--- config.mk ---
export PLATFORM = sky130hd
export DESIGN_NAME = hbm_fixed_latency_endpoint
export DESIGN_NICKNAME = d
export VERILOG_FILES = /design/src/rtl/hbm_fixed_latency_endpoint.sv
export SDC_FILE = /design/constraint.sdc
export NUM_CORES = 2
export LEC_CHECK = 0
export CORE_MARGIN = 2
export CORE_UTILIZATION = 40
export DETAILED_ROUTE_END_ITERATION = 7
export MAX_ROUTING_LAYER = met4
export PLACE_DENSITY_LB_ADDON = 0.3
export SETUP_SLACK_MARGIN = 0.15
export SYNTH_ARGS = -nofsm -noshare
export SYNTH_HDL_FRONTEND = slang
export SYNTH_SLANG_ARGS = --single-unit
--- constraint.sdc ---
create_clock -name clk_i -period 3.9 [get_ports clk_i]
set_input_delay 0.39 -clock clk_i [delete_from_list [all_inputs] [get_ports clk_i]]
set_output_delay 0.39 -clock clk_i [all_outputs]
set_load 0.01 [all_outputs]
--- src/rtl/hbm_fixed_latency_endpoint.sv ---
// hbm_fixed_latency_endpoint
// Fixed-latency HBM endpoint model for the compute tile array. Requests are
// accepted into a circular FIFO and each one is answered, in acceptance order,
// exactly Latency cycles after its handshake. A response can be later than that
// only when the response channel applies backpressure.
//
// Optional feature: define HBM_LAT_EP_STATS_EN to add the stat_txn_cnt_o and
// stat_stall_cnt_o counter outputs. Without the macro those ports and counters
// do not exist and the core behaviour is unchanged.

module hbm_fixed_latency_endpoint #(
    parameter int Latency   = 100,
    parameter int MaxTxns   = 32,
    parameter int IdWidth   = 4,
    parameter int AddrWidth = 48
) (
    input  logic                 clk_i,
    input  logic                 rst_i,
    input  logic                 req_valid_i,
    output logic                 req_ready_o,
    input  logic [IdWidth-1:0]   req_id_i,
    input  logic [AddrWidth-1:0] req_addr_i,
    input  logic                 req_write_i,
    output logic                 rsp_valid_o,
    input  logic                 rsp_ready_i,
    output logic [IdWidth-1:0]   rsp_id_o,
    output logic [AddrWidth-1:0] rsp_addr_o,
    output logic                 rsp_write_o,
    output logic                 busy_o
`ifdef HBM_LAT_EP_STATS_EN
    ,
    output logic [31:0]          stat_txn_cnt_o,
    output logic [31:0]          stat_stall_cnt_o
`endif
);

    // Counter, pointer and occupancy widths. A single-entry FIFO still needs a
    // one-bit pointer so that the arrays stay addressable.
    localparam int CntW = $clog2(Latency + 1);
    localparam int PtrW = (MaxTxns > 1) ? $clog2(MaxTxns) : 1;
    localparam int OccW = $clog2(MaxTxns + 1);

    localparam logic [CntW-1:0] InitCnt = CntW'(Latency - 1);
    localparam logic [PtrW-1:0] LastPtr = PtrW'(MaxTxns - 1);
    localparam logic [OccW-1:0] FullOcc = OccW'(MaxTxns);

    // Elaboration-time parameter sanity checks.
    if (Latency < 1) begin : gLatencyCheck
        $error("hbm_fixed_latency_endpoint: Latency must be >= 1");
    end
    if (MaxTxns < 1) begin : gMaxTxnsCheck
        $error("hbm_fixed_latency_endpoint: MaxTxns must be >= 1");
    end

    // Entry payload storage; it is never reset because the outputs are masked
    // whenever the FIFO is empty.
    logic [IdWidth-1:0]   idMem_q    [MaxTxns];
    logic [AddrWidth-1:0] addrMem_q  [MaxTxns];
    logic [MaxTxns-1:0]   writeMem_q;

    // Per-entry countdown to the cycle the entry may be presented.
    logic [CntW-1:0] waitCnt_q [MaxTxns];
    logic [CntW-1:0] waitCnt_d [MaxTxns];

    logic [PtrW-1:0] wrPtr_q, wrPtr_d;
    logic [PtrW-1:0] rdPtr_q, rdPtr_d;
    logic [OccW-1:0] occ_q, occ_d;

    logic [MaxTxns-1:0] occupied;
    logic               headReady;
    logic               push;
    logic               pop;

    assign req_ready_o = (occ_q < FullOcc);
    assign busy_o      = (occ_q != '0);
    assign headReady   = busy_o && (waitCnt_q[rdPtr_q] == '0);
    assign push        = req_valid_i && req_ready_o;
    assign pop         = headReady && rsp_ready_i;

    assign rsp_valid_o = headReady;
    assign rsp_id_o    = busy_o ? idMem_q[rdPtr_q]    : '0;
    assign rsp_addr_o  = busy_o ? addrMem_q[rdPtr_q]  : '0;
    assign rsp_write_o = busy_o ? writeMem_q[rdPtr_q] : 1'b0;

    // Mark which slots hold live entries: slot i is live when its distance
    // from the read pointer (modulo the depth) is below the occupancy.
    always_comb begin
        int offset;
        offset   = 0;
        occupied = '0;
        for (int i = 0; i < MaxTxns; i++) begin
            offset = i - int'(rdPtr_q);
            if (offset < 0) begin
                offset = offset + MaxTxns;
            end
            occupied[i] = (offset < int'(occ_q));
        end
    end

    // Pointer and occupancy next state; a simultaneous push and pop moves both
    // pointers and leaves the occupancy unchanged.
    always_comb begin
        wrPtr_d = wrPtr_q;
        rdPtr_d = rdPtr_q;
        occ_d   = occ_q;
        if (push) begin
            wrPtr_d = (wrPtr_q == LastPtr) ? '0 : wrPtr_q + PtrW'(1);
        end
        if (pop) begin
            rdPtr_d = (rdPtr_q == LastPtr) ? '0 : rdPtr_q + PtrW'(1);
        end
        case ({push, pop})
            2'b10:   occ_d = occ_q + OccW'(1);
            2'b01:   occ_d = occ_q - OccW'(1);
            default: occ_d = occ_q;
        endcase
    end

    // Countdown next state: every live entry keeps counting toward zero even
    // while the head is stalled, so queued responses follow without bubbles.
    // The slot written this cycle starts at Latency-1 and is not decremented.
    always_comb begin
        for (int i = 0; i < MaxTxns; i++) begin
            waitCnt_d[i] = waitCnt_q[i];
            if (occupied[i] && (waitCnt_q[i] != '0)) begin
                waitCnt_d[i] = waitCnt_q[i] - CntW'(1);
            end
            if (push && (wrPtr_q == PtrW'(i))) begin
                waitCnt_d[i] = InitCnt;
            end
        end
    end

    // Control state registers; reset drops every outstanding request.
    always_ff @(posedge clk_i) begin
        if (rst_i) begin
            wrPtr_q <= '0;
            rdPtr_q <= '0;
            occ_q   <= '0;
            for (int i = 0; i < MaxTxns; i++) begin
                waitCnt_q[i] <= '0;
            end
        end else begin
            wrPtr_q <= wrPtr_d;
            rdPtr_q <= rdPtr_d;
            occ_q   <= occ_d;
            for (int i = 0; i < MaxTxns; i++) begin
                waitCnt_q[i] <= waitCnt_d[i];
            end
        end
    end

    // Capture the request payload into the slot at the write pointer.
    always_ff @(posedge clk_i) begin
        if (push) begin
            idMem_q[wrPtr_q]    <= req_id_i;
            addrMem_q[wrPtr_q]  <= req_addr_i;
            writeMem_q[wrPtr_q] <= req_write_i;
        end
    end

`ifdef HBM_LAT_EP_STATS_EN
    logic [31:0] statTxn_q;
    logic [31:0] statStall_q;

    // Count completed responses and cycles where a response waits on the sink.
    always_ff @(posedge clk_i) begin
        if (rst_i) begin
            statTxn_q   <= '0;
            statStall_q <= '0;
        end else begin
            if (pop) begin
                statTxn_q <= statTxn_q + 32'd1;
            end
            if (rsp_valid_o && !rsp_ready_i) begin
                statStall_q <= statStall_q + 32'd1;
            end
        end
    end

    assign stat_txn_cnt_o   = statTxn_q;
    assign stat_stall_cnt_o = statStall_q;
`endif

    // A presented response must hold steady until the sink takes it.
    property pRspStable;
        @(posedge clk_i) disable iff (rst_i)
            (rsp_valid_o && !rsp_ready_i) |=>
                (rsp_valid_o && $stable(rsp_id_o) && $stable(rsp_addr_o) && $stable(rsp_write_o));
    endproperty
    aRspStable: assert property (pRspStable);

endmodule

==> flow_summary.toml <==
[die]
core.rowCount = 163
die-area_um2 = 203000
core-area_um2 = 197000
floorplan.initialDensity_pct = 40.3
dieHeight_um = 450
floorplan.die.width_um = 450
boundaryPins = 113

[clock_tree]
clock_tree.htree_level_count = 4
numCtsBuffers = 192
cts_tree = "yes"
clock-sinks = 1941
insertion_delay_ps = 870
max-clock-path-buffers = 3
hold_buffers = 0
cts_root_buf = "sky130_fd_sc_hd__clkbuf_16"
clk_transition_reported_paths_ps = 70

[grt]
grt_pass1_vias = 43100
antenna_found_initial = 12
overflow = 0
grt_max_degree = 91
grt_first_pass_wirelength_um = 308000
overall_track_demand_over_capacity_in_global_routing_pct = 21.6

[cells_and_area]
fraction_of_layout_cells_with_a_size_suffix_above_1_pct = 27.2
final_nets = 5026
finalCoreUtilization_pct = 48.5
layout-area-overhead-vs-synth_pct = 20.2

[synthesis]
yosysSeqAreaShare_pct = 70.2
yosys.cell_types.count = 69
ys_ff_latch = 1941
synth.yosys.warnings = 0
synth.net_count = 4532
ys_async_sr_fraction_pct = 0
post_synth_top_flop = "sky130_fd_sc_hd__edfxtp_1"
synthesis.instances = 4329
mean_post_synth_cell_area_um2 = 18.4
number_of_enable_type_register_cells_in_the_synthesized_netlist = 1696
synthesis.area_um2 = 79600

[timing]
fin_crit_ps = 3920
rsz0062_at_grt = "true"
fmaxAchievable_mhz = 255
timing_hold_violations_final = 0
pins_over_their_slew_limit = 0
post-route-worst-setup-slack_ps = -22.3
final.period_utilization_pct = 101
worst-slew-pin-transition_ps = 1160
finalSetupViolations = 4
skew_ps = 67.6
relSlewSlack_pct = 22.1

[detailed_routing]
antenna_left = 0
vias_per_cell = 5.69
drt_pass1_iterations = 6
drt_first_iter_violations = 4789
route.detailed.wl_per_inst_um = 28.0
detail_route.drc_violations = 0
drt_wirelength_um = 214000
num_vias = 43400

[pwr]
power-per-cell-area_nw_per_um2 = 536
vdd_ir_drop_max_v = 0.000574
p_leak_nw = 30.5
total_power_w = 0.0513

[worst_setup_path]
critPathMaxStageDelay_ps = 510
critical_path_cell_sequence = "buf_6 -> buf_12 -> buf_16 -> buf_12 -> buf_16 -> buf_4 -> mux4_2 -> mux4_2 -> mux2i_1 -> nor2_2 -> buf_2"
critical_path.max_fanout = 7
cp-end-kind = "output port"
critical_path_arrival_ps = 3530
crit_type = "flip-flop to output port"
critPathRequiredTime_ps = 3510
start_kind = "flip-flop"
crit_path_top_delay_cell = "sky130_fd_sc_hd__mux4_2"

[placement]
place.detailed.hpwl_um = 114000
port-buffer-count = 112
finalWeightedCongestion = 0.823

[outcome]
run_status = "finished, violations left"
failed_checks = "setup timing"

[hold_path]
min-delay-path-class = "input pin to flip-flop"
hold_path.startpoint = "rst_i"

[run]
max_cap_violations = 0
[synthesized netlist by cell type (9+ instances only)]
cell type                   number  share of area (%)
sky130_fd_sc_hd__edfxtp_1     1696                 64
sky130_fd_sc_hd__mux4_2        535                 15
sky130_fd_sc_hd__nor2_1        274                1.3
sky130_fd_sc_hd__dfxtp_1       245                6.2
sky130_fd_sc_hd__inv_1         161               0.76
sky130_fd_sc_hd__ha_1          145                2.3
sky130_fd_sc_hd__a21oi_1       130               0.82
sky130_fd_sc_hd__nand2_1       112               0.53
sky130_fd_sc_hd__xnor2_1        99                1.1
sky130_fd_sc_hd__nor3_1         92               0.58
sky130_fd_sc_hd__buf_2          87               0.55
sky130_fd_sc_hd__xor2_1         80               0.88
sky130_fd_sc_hd__mux2i_1        74               0.93
sky130_fd_sc_hd__clkbuf_1       70               0.33
sky130_fd_sc_hd__o211ai_1       54               0.51
sky130_fd_sc_hd__o21ai_0        54               0.34
sky130_fd_sc_hd__nor4_1         33               0.26
sky130_fd_sc_hd__a311oi_1       32               0.35
sky130_fd_sc_hd__buf_1          28               0.13
sky130_fd_sc_hd__or3_1          28               0.22
sky130_fd_sc_hd__nor4b_1        23               0.25
sky130_fd_sc_hd__nand3_1        21               0.13
sky130_fd_sc_hd__o2111ai_1      19               0.21
sky130_fd_sc_hd__a21o_1         18               0.17
sky130_fd_sc_hd__a31oi_1        18               0.14
sky130_fd_sc_hd__nor3b_1        17               0.16
sky130_fd_sc_hd__nand4b_1       16               0.18
sky130_fd_sc_hd__nand4_1        15               0.12
sky130_fd_sc_hd__o21a_1         15               0.14
sky130_fd_sc_hd__and3_1         12              0.094
sky130_fd_sc_hd__a211oi_1       10              0.094
sky130_fd_sc_hd__or4_1          10              0.094
sky130_fd_sc_hd__a21boi_0        9              0.085
sky130_fd_sc_hd__a21oi_2         9              0.099
sky130_fd_sc_hd__nand3b_1        9              0.085
[layout make-up]
cell class              instances  area, um^2
diodes                          9        22.5
clock buffers                 245        5170
clock inverters               110        1140
fillers                     16200      102000
inverters                     165         696
multi-input cells            2035       22600
flip-flops and latches       1941       55900
well taps                    2640        3300
repair buffers                488        6850
[per-layer routing]
layer / track usage [%] / share of wire (%) / vias up
li1: - / - / 18500
met1: 29.2 / 42 / 23100
met2: 34.7 / 50 / 1584
met3: 3.33 / 6.6 / 261
met4: 4.88 / 2.0 / 0
met5: - / 0 / -
[layout by cell type, fill, tap and decap left out, drive strengths merged, types with 33 or more instances in the layout]
cell type | netlist | layout
xor2 | 80 | 80
edfxtp | 1696 | 1696
dfxtp | 245 | 245
nand2 | 112 | 112
inv | 163 | 166
o21ai | 61 | 61
nor4 | 33 | 33
o211ai | 54 | 54
buf | 118 | 417
a21oi | 140 | 140
mux4 | 535 | 535
nor3 | 92 | 92
ha | 145 | 145
clkdlybuf4s50 | 0 | 58
xnor2 | 99 | 99
mux2i | 74 | 74
clkinv | 2 | 87
nor2 | 274 | 274
clkbuf | 70 | 248
[final timing paths]
kind	to	slack, ps	depth (start not counted)
setup reg to reg	occ_q[5]$_SDFFE_PP0P_	90	20
setup / recovery	rsp_addr_o[6]	-20	11
hold / removal	waitCnt_q[30][0]$_SDFFE_PP0P_	100	2
hold reg to reg	waitCnt_q[6][6]$_SDFFE_PP0P_	490	2
[flip-flops by register name, summed over array words and instances, names as in the netlist, named ones only]
register,count
addrMem_q,1536
idMem_q,128
occ_q,6
rdPtr_q,5
waitCnt_q,224
wrPtr_q,5
writeMem_q,32
[repair_timing]
action | in CTS | in global routing
gates cloned | 53 | 3
buffers inserted | 111 | 16
endpoints found under the setup margin | 55 | 57
pin swaps | 10 | 13
gates resized for setup | 402 | 36
[stage by stage]
stage               setup TNS [ps]  instances  instance area, um^2  hold WS (ps)  setup slack (ps)
floorplan                        0       4329                79600           446               598
global placement              -316       7086                85700           461              -152
detailed placement            -249       7086                85700           477              -157
CTS                          -2140       7605                95300          51.5              -134
global route                 -2920       7632                95700          93.5              -132
finish                       -49.2       7633                95700          97.3             -22.3
[critical path, delay by kind of cell (launching register included)]
| family | cells | cell delay (ps) |
|---|---|---|
| flip-flops | 1 | 430 |
| multiplexers | 3 | 1210 |
| AND/OR/NAND/NOR | 1 | 100 |
| buffers and inverters | 7 | 960 |
[where the power goes]
part	switching [W]	total [W]	leakage (nW)	internal, W
combinational	0.00473	0.00965	10.2	0.00492
sequential	0.000251	0.0232	17.3	0.0229
clock	0.00802	0.0184	3.07	0.0104
[cell families (layout without fill, tap and decap cells)]
group	count (synthesis)	count (layout)	synth area share (%)
AOI/OAI and AO/OA	407	407	3.38
muxes	611	611	16.1
buffers and inverters	353	1008	1.82
DFF	1941	1941	70.2
other	0	9	0
adders and majority gates	146	146	2.30
xor gates and xnor gates	179	179	1.97
and+or+nand+nor	692	692	4.27
Note: power is estimated with default switching activity, not from simulation.
